File: config.mk
export PLATFORM = sky130hd
export DESIGN_NAME = tick_wave_gen
export DESIGN_NICKNAME = d
export VERILOG_FILES = /design/src/rtl/tick_wave_gen.sv
export SDC_FILE = /design/constraint.sdc
export NUM_CORES = 1
export LEC_CHECK = 0
export CORE_MARGIN = 4
export CORE_UTILIZATION = 57
export DETAILED_ROUTE_END_ITERATION = 8
export PLACE_DENSITY = 0.79
export SLEW_MARGIN = 5
export SYNTH_ARGS = -nofsm -noshare
export SYNTH_HDL_FRONTEND = slang
export SYNTH_SLANG_ARGS = --single-unit
File: constraint.sdc
create_clock -name clk -period 2.3 [get_ports clk]
set_input_delay 0.46 -clock clk [delete_from_list [all_inputs] [get_ports clk]]
set_output_delay 0.46 -clock clk [all_outputs]
set_load 0.1 [all_outputs]
File: src/rtl/tick_wave_gen.sv
// tick_wave_gen: tick-paced waveform generator (square / sawtooth / triangle,
// plus an optional sine mode selected by the TICK_WAVE_SINE_EN macro).
// An 8-bit phase and an independent triangle level advance on every
// accepted tick, so switching mode never loses position in the period.
// Macro TICK_WAVE_SINE_EN: defined -> mode 11 is a quarter-wave sine table;
// undefined -> mode 11 is identical to square and no table is built.
module tick_wave_gen #(
  parameter int unsigned STEP = 1
) (
  input  logic       clk,
  input  logic       rst,
  input  logic       init,
  input  logic       tick,
  input  logic       run,
  input  logic [1:0] mode,
  output logic [7:0] wave,
  output logic       strobe,
  output logic       wrap
);

  localparam logic [8:0] STEP9 = 9'(STEP);
  localparam logic [8:0] LV_MAX = 9'd255;

  // UP is deliberately the non-zero encoding.
  typedef enum logic {
    S_DOWN = 1'b0,
    S_UP   = 1'b1
  } tri_state_t;

  tri_state_t r_state;
  tri_state_t w_state_nxt;

  logic [7:0] r_ph;
  logic [7:0] r_lv;
  logic [7:0] r_wave;
  logic       r_strobe;
  logic       r_wrap;

  logic       w_acc;
  logic [8:0] w_ph_sum;
  logic [7:0] w_ph_nxt;
  logic [8:0] w_lv_up;
  logic [8:0] w_lv_dn;
  logic [7:0] w_lv_nxt;
  logic       w_tri_wrap;
  logic [7:0] w_square;
  logic [7:0] w_wave_nxt;
  logic       w_wrap_nxt;

  assign w_acc    = tick & run & ~init;
  assign w_ph_sum = {1'b0, r_ph} + STEP9;
  assign w_ph_nxt = w_ph_sum[7:0];
  // 9-bit level arithmetic keeps the clamp tests free of wrap-around.
  assign w_lv_up  = {1'b0, r_lv} + STEP9;
  assign w_lv_dn  = {1'b0, r_lv} - STEP9;
  assign w_square = w_ph_nxt[7] ? 8'hFF : 8'h00;

`ifdef TICK_WAVE_SINE_EN
  // round(127*sin(2*pi*i/256)) for i = 0..63; the i = 64 peak (127) is
  // supplied separately since the table only covers a quarter period.
  localparam logic [6:0] QTR [64] = '{
    7'd0,   7'd3,   7'd6,   7'd9,   7'd12,  7'd16,  7'd19,  7'd22,
    7'd25,  7'd28,  7'd31,  7'd34,  7'd37,  7'd40,  7'd43,  7'd46,
    7'd49,  7'd51,  7'd54,  7'd57,  7'd60,  7'd63,  7'd65,  7'd68,
    7'd71,  7'd73,  7'd76,  7'd78,  7'd81,  7'd83,  7'd85,  7'd88,
    7'd90,  7'd92,  7'd94,  7'd96,  7'd98,  7'd100, 7'd102, 7'd104,
    7'd106, 7'd107, 7'd109, 7'd111, 7'd112, 7'd113, 7'd115, 7'd116,
    7'd117, 7'd118, 7'd120, 7'd121, 7'd122, 7'd122, 7'd123, 7'd124,
    7'd125, 7'd125, 7'd126, 7'd126, 7'd126, 7'd127, 7'd127, 7'd127
  };

  logic [5:0] w_q_idx;
  logic [6:0] w_q_mag;
  logic [7:0] w_sine;

  // Odd quadrants read the table mirrored (64 - i); i = 0 there is the peak.
  assign w_q_idx = w_ph_nxt[6] ? (6'd0 - w_ph_nxt[5:0]) : w_ph_nxt[5:0];
  assign w_q_mag = (w_ph_nxt[6] && (w_ph_nxt[5:0] == 6'd0)) ? 7'd127 : QTR[w_q_idx];
  // Upper half of the period sits below mid-scale.
  assign w_sine  = w_ph_nxt[7] ? (8'd128 - {1'b0, w_q_mag})
                               : (8'd128 + {1'b0, w_q_mag});
`endif

  // Triangle FSM next state and level; init forces UP/0 ahead of any tick.
  always_comb begin
    w_state_nxt = r_state;
    w_lv_nxt    = r_lv;
    w_tri_wrap  = 1'b0;
    if (init) begin
      w_state_nxt = S_UP;
      w_lv_nxt    = 8'h00;
    end else if (w_acc) begin
      case (r_state)
        S_UP: begin
          if (w_lv_up >= LV_MAX) begin
            w_lv_nxt    = 8'hFF;
            w_state_nxt = S_DOWN;
          end else begin
            w_lv_nxt = w_lv_up[7:0];
          end
        end
        S_DOWN: begin
          if ({1'b0, r_lv} <= STEP9) begin
            w_lv_nxt    = 8'h00;
            w_state_nxt = S_UP;
            w_tri_wrap  = 1'b1;
          end else begin
            w_lv_nxt = w_lv_dn[7:0];
          end
        end
        default: begin
          w_state_nxt = S_UP;
          w_lv_nxt    = 8'h00;
        end
      endcase
    end
  end

  // Sample selection from the post-tick phase/level, plus period-end flag.
  always_comb begin
    w_wave_nxt = w_square;
    case (mode)
      2'b00: w_wave_nxt = w_square;
      2'b01: w_wave_nxt = w_ph_nxt;
      2'b10: w_wave_nxt = w_lv_nxt;
`ifdef TICK_WAVE_SINE_EN
      2'b11: w_wave_nxt = w_sine;
`else
      2'b11: w_wave_nxt = w_square;
`endif
      default: w_wave_nxt = w_square;
    endcase
    w_wrap_nxt = (mode == 2'b10) ? w_tri_wrap : w_ph_sum[8];
  end

  // Triangle FSM state register.
  always_ff @(posedge clk or posedge rst) begin
    if (rst) r_state <= S_UP;
    else     r_state <= w_state_nxt;
  end

  // Phase, level and registered outputs; strobe/wrap are one-cycle pulses.
  always_ff @(posedge clk or posedge rst) begin
    if (rst) begin
      r_ph     <= 8'h00;
      r_lv     <= 8'h00;
      r_wave   <= 8'h00;
      r_strobe <= 1'b0;
      r_wrap   <= 1'b0;
    end else begin
      r_lv <= w_lv_nxt;
      if (init) begin
        r_ph     <= 8'h00;
        r_wave   <= 8'h00;
        r_strobe <= 1'b0;
        r_wrap   <= 1'b0;
      end else if (w_acc) begin
        r_ph     <= w_ph_nxt;
        r_wave   <= w_wave_nxt;
        r_strobe <= 1'b1;
        r_wrap   <= w_wrap_nxt;
      end else begin
        r_strobe <= 1'b0;
        r_wrap   <= 1'b0;
      end
    end
  end

  assign wave   = r_wave;
  assign strobe = r_strobe;
  assign wrap   = r_wrap;

endmodule

After elaboration in Yosys (flattened, before gate mapping). Index checks and enable logic that the tools add are counted. Widths: inputs -> output; s select.

Reductions and logical operators: 3. $add $sub $neg: 3. Eq/ne operators: 3. Order comparisons: 2. Bitwise gates (word level): 4. Multiplexer cells: 22.

Operators with widths (count): $mux 8 (9); $pmux 8 s3 (1); $add 8x1->9 const B (2); $pmux 8 s2 (1); $mux 1 (10); $ge 9x8->1 const B (1); $le 8x1->1 const B (1); $sub 8x1->8 const B (1); $eq 2x2->1 const B (2); $and 1x1->1 (2); $eq 2x1->1 const B (1); $logic_not 2->1 (1); $not 1->1 (2); $pmux 1 s2 (1); $reduce_bool 2->1 (1); $reduce_or 2->1 (1).

Logic and storage cells: 43. Bits in registers: 27. Input port bits: 7.

Logic depth before layout (Yosys ltp).
Depth in word-level cells: 9. Mapped depth: 8. Mapped depth without buffers: 8.

Worst setup path before layout. OpenSTA, ideal clock, no wires.

Kind: register to register. From: reg r_lv[0]. To: reg r_wave[5], in the netlist wave[5]. Setup slack: 0.264 ns. Clock period less this slack: 2.036 ns. Stages on the path, launching flop included: 8. Buffers on the path: 0. Data arrival time: 1.917 ns. Cells stage by stage: dfrtp_1 > ha_1 > and3_1 > and3_1 > a31oi_1 > o221ai_1 > o2bb2ai_1 > a31o_1.

Cells in the longest elaborated chain, start to end: 9.

RTL lines: start, declared (RTL line 34) `logic [7:0] r_lv;`; start signal, assigned (RTL line 151) `r_lv <= w_lv_nxt;`; $add 8x1->9 (RTL line 54) `assign w_lv_up = {1'b0, r_lv} + STEP9;`; $ge 9x8->1 (RTL line 95) `if (w_lv_up >= LV_MAX) begin`; $mux 8 (RTL line 95); $pmux 8 s2 * (RTL line 93) `case (r_state)`; $mux 8 * (RTL line 92) `end else if (w_acc) begin`; $mux 8 * (RTL line 89) `if (init) begin`; via w_lv_nxt[5] (RTL line 44) `logic [7:0] w_lv_nxt;`; $pmux 8 s3 * (RTL line 122) `case (mode)`; $mux 8 * (RTL line 157) `end else if (w_acc) begin`; $mux 8 * (RTL line 152) `if (init) begin`; end signal, assigned (RTL line 159) `r_wave <= w_wave_nxt;`; end, declared (RTL line 35) `logic [7:0] r_wave;`.

Mark *: on every way through the listed nets, which the timed path passes. The rest lies on a longest branch. The select of a mux whose other input is x is not followed. A chain may end at the register's enable or synchronous reset.

Final worst setup path. Same ends and word-level chain as after synthesis.

==> summary.md <==
| Metric | Value |
|---|---|
| Status | `finished, final reports clean` |
| DR WL/cell | `16.4 µm` |
| Area delta synth->final | `17.4%` |
| Yosys cell types | `53` |
| FF-to-FF Start | `r_lv[0]` |
| Primary FF master, synth | `dfrtp_1` |
| Endpoint class of the critical path | `flip-flop` |
| Largest delay share family, worst path | `compound AO/OA/AOI/OAI gates` |
| Fmax | `455 MHz` |
| Syn Nets | `228` |
| Asr flop ratio synth | `100%` |
| Worst Tran Pin Value | `532 ps` |
| Sw Pwr | `0.277 mW` |
| Die area | `4180 µm²` |
| Final period util | `95.5%` |
| CP required | `2560 ps` |
| Sw Share | `31.1%` |
| R2R Setup Slk | `100 ps` |
| Max Root-Sink Buffers | `2` |
| Crit path largest cell delay | `470 ps` |
| Mapped Area | `1830 µm²` |
| Largest net degree at the start of global routing | `18` |
| RSZ-0062 raised after global routing | `no` |
| Cell depth of the worst flop-to-flop path | `8` |
| Area leader, netlist | `dfrtp_1` |
| Pwr dens | `414 nW/µm²` |
| Row count | `20` |
| DRC | `0` |
| Core Area | `3050 µm²` |
| Simple-Gate Fraction of Synth Area | `22.7%` |
| Via/cell ratio | `5.98` |
| CTS Root Cell | `clkbuf_4` |
| Post-Synth XOR/XNOR Area | `7.17%` |
| Hold Crit Class | `input port to asynchronous set/reset pin` |
| N_diodes | `0` |
| Final clock skew | `1.26 ps` |
| Post-synthesis adder-cell area fraction | `4.78%` |
| Final TNS setup | `0 ps` |
| Clock tree from TritonCTS | `done` |
| Synth Area in Compound Gates | `23.0%` |
| Die height | `64.7 µm` |
| Final Setup Violations | `0` |
| Post-synthesis mux area share | `0.546%` |
| Vias | `1697` |
| Max-slew violation count | `0` |
| Sequential share of power | `55.2%` |
| Gr usage total | `22.9%` |
| Max-cap violation count | `0` |
| IO Pins | `17` |
| Synth area leaders | `dfrtp_1, nand2_1, ha_1, o21ai_0, a21oi_1` |
| Register bit total from synthesis | `27` |
| Post-route total power | `0.890 mW` |
| Worst Path Buf+Inv | `0` |
| Initial antenna violation count | `0` |
| Starting Density | `60.0%` |
| Final HPWL DP | `3.52 mm` |
| Wire length of the first global-routing pass | `7.47 mm` |
| Critical path class | `flip-flop to flip-flop` |
| CTS buffer count | `3` |
| Later-pin clock latency in the skew report | `350 ps` |
| Fin. Hold Viols | `0` |
| Post-synth top area share | `35.5%` |
| Worst slew margin | `64.2%` |
| Filler cells | `258` |
| WP data arrival | `2460 ps` |
| Syn. warnings | `0` |
| Port Buffers | `16` |
| Drt pass-1 iters | `4` |
| Clock network power share | `25.2%` |
| Tmin final | `2200 ps` |
| Combinational power share | `19.5%` |
| Number of synthesized flops with an enable pin | `0` |
| CP max stage cell | `dfrtp_2` |
| Vias in the first global route | `1622` |
| Worst vdd rail ir drop | `0.230 mV` |
| Final ANT Viol Nets | `0` |
| Grt total ovfl | `0` |
| Worst-path maximum fanout | `6` |
| Gate Count Post-Synth | `214` |
| P_int | `0.613 mW` |
| Worst R2R End | `wave[5]` |
| Fraction of final layout cells sized beyond drive strength 1 | `19.6%` |
| Routed Wire Length | `4.67 mm` |
| Largest family of logic cells by synthesized area | `compound AO/OA/AOI/OAI gates` |
| Register area share after synthesis | `37.0%` |
| Routability Congestion | `0.915` |
| Clock-pin slew on the worst setup and hold paths | `150 ps` |
| Die W | `64.7 µm` |
| Startpoint types | `flip-flop` |
| Syn_area_per_cell | `8.56 µm²` |
| Clock net sink count | `27` |
| LEAKAGE | `0.957 nW` |
| Nets@finish | `255` |
| 1st-iter DRT viols | `118` |
| Htree depth | `1` |
| Worst path cell trace | `ha_1 > and2b_1 > a21oi_1 > o21ai_0 > a31oi_2 > o221ai_1 > o2bb2ai_1 > a31o_1` |
metrics by stage:
step                worst slack, ps  hold WS [ps]  instances  area, µm²  util, %
global route                   8.63           407        284       2150     70.5
floorplan                       264           512        214       1830        -
global placement                130           466        276       2060     67.6
finish                          104           377        284       2150     70.5
CTS                            42.9           380        280       2100     68.8
detailed placement            -14.7           476        276       2060     67.6
cells in the final DEF, fill, tap and decap left out, types with 3 or more instances in the layout:
cell type / instances
xnor2_1: 8
dfrtp_1: 23
a21o_1: 3
clkbuf_4: 3
nor2_1: 14
a31oi_1: 3
a22o_1: 3
nand2b_1: 3
nand2_1: 25
a21oi_1: 14
and2_1: 4
o21ai_0: 15
ha_1: 7
nor3_1: 6
o211ai_1: 3
xor2_1: 7
dfrtp_2: 3
and3_1: 4
nand3_1: 8
clkdlybuf4s50_1: 6
inv_1: 9
buf_4: 26
area by class of cell:
type / count / area, µm² / area share [%]
multi-input combinational: 167 / 1080 / 50.4
sequential: 27 / 681 / 31.6
timing repair buffer: 33 / 268 / 12.4
tap: 44 / 55.1 / 2.56
inverter: 9 / 33.8 / 1.57
clock buffer: 3 / 22.5 / 1.05
clock inverter: 1 / 7.51 / 0.349
worst max path at each step:
stage                     slack (ps)  cells after the start       to    start
after floorplan                  260                      7  wave[5]  r_lv[0]
after global placement           130                      7  wave[5]  r_lv[0]
after detailed placement         -10                      8  wave[5]  r_lv[0]
after CTS                         40                      8  wave[6]  r_lv[0]
after global routing               9                      8  wave[5]  r_lv[1]
final                            100                      8  wave[5]  r_lv[0]
logic make-up after synthesis:
group,Yosys count
and+or+nand+nor,81
AOI/OAI and AO/OA,63
DFF,27
buffers and inverters,20
xor gates and xnor gates,15
adders and majority gates,7
muxes,1
cells in the mapped netlist (all sizes together), types with 2 or more instances:
library cell  instances
a21boi                2
clkbuf                6
a31oi                 4
a21o                  3
nor3b                 2
nand2                25
nand2b                3
o211ai                3
dfrtp                26
a22o                  3
o21ai                16
or3                   3
a31o                  3
nor2b                 2
nor3                  7
xor2                  7
nand3                 9
inv                   9
and3                  5
o21a                  2
and2                  4
nor2                 15
xnor2                 8
ha                    7
a21oi                15
nand4                 2
buf                   5
o21bai                2
registers in the layout (all words and copies together) (netlist names):
register,flops
r_lv,8
r_state,1
wave,8
wrap,1
r_ph,8
strobe,1
power groups by stage:
stage / clock (mW) / combinational (mW) / sequential (mW)
3_5_place_dp: 0 / 0.162 / 0.501
2_1_floorplan: 0 / 0.0767 / 0.532
5_1_grt: 0.247 / 0.186 / 0.493
3_3_place_gp: 0 / 0.158 / 0.500
6_report: 0.225 / 0.174 / 0.491
4_1_cts: 0.231 / 0.163 / 0.492
layer usage:
metal / wire length [µm] / track usage (%) / vias to the layer above
met5: 0 / 0 / -
met2: 2230 / 37.5 / 62
li1: - / - / 812
met3: 247 / 3.12 / 7
met4: 83 / 7.65 / 0
met1: 2100 / 31.2 / 816
what timing repair did:
item / CTS / global route
setup buffers: 0 / 4
hold buffers: 0 / 0
gates resized for setup: 1 / 6
gates cloned: 0 / 0
pin swaps: 0 / 1
setup endpoints to repair: 1 / 6
No activity file was read; power rests on OpenSTA's default activity.
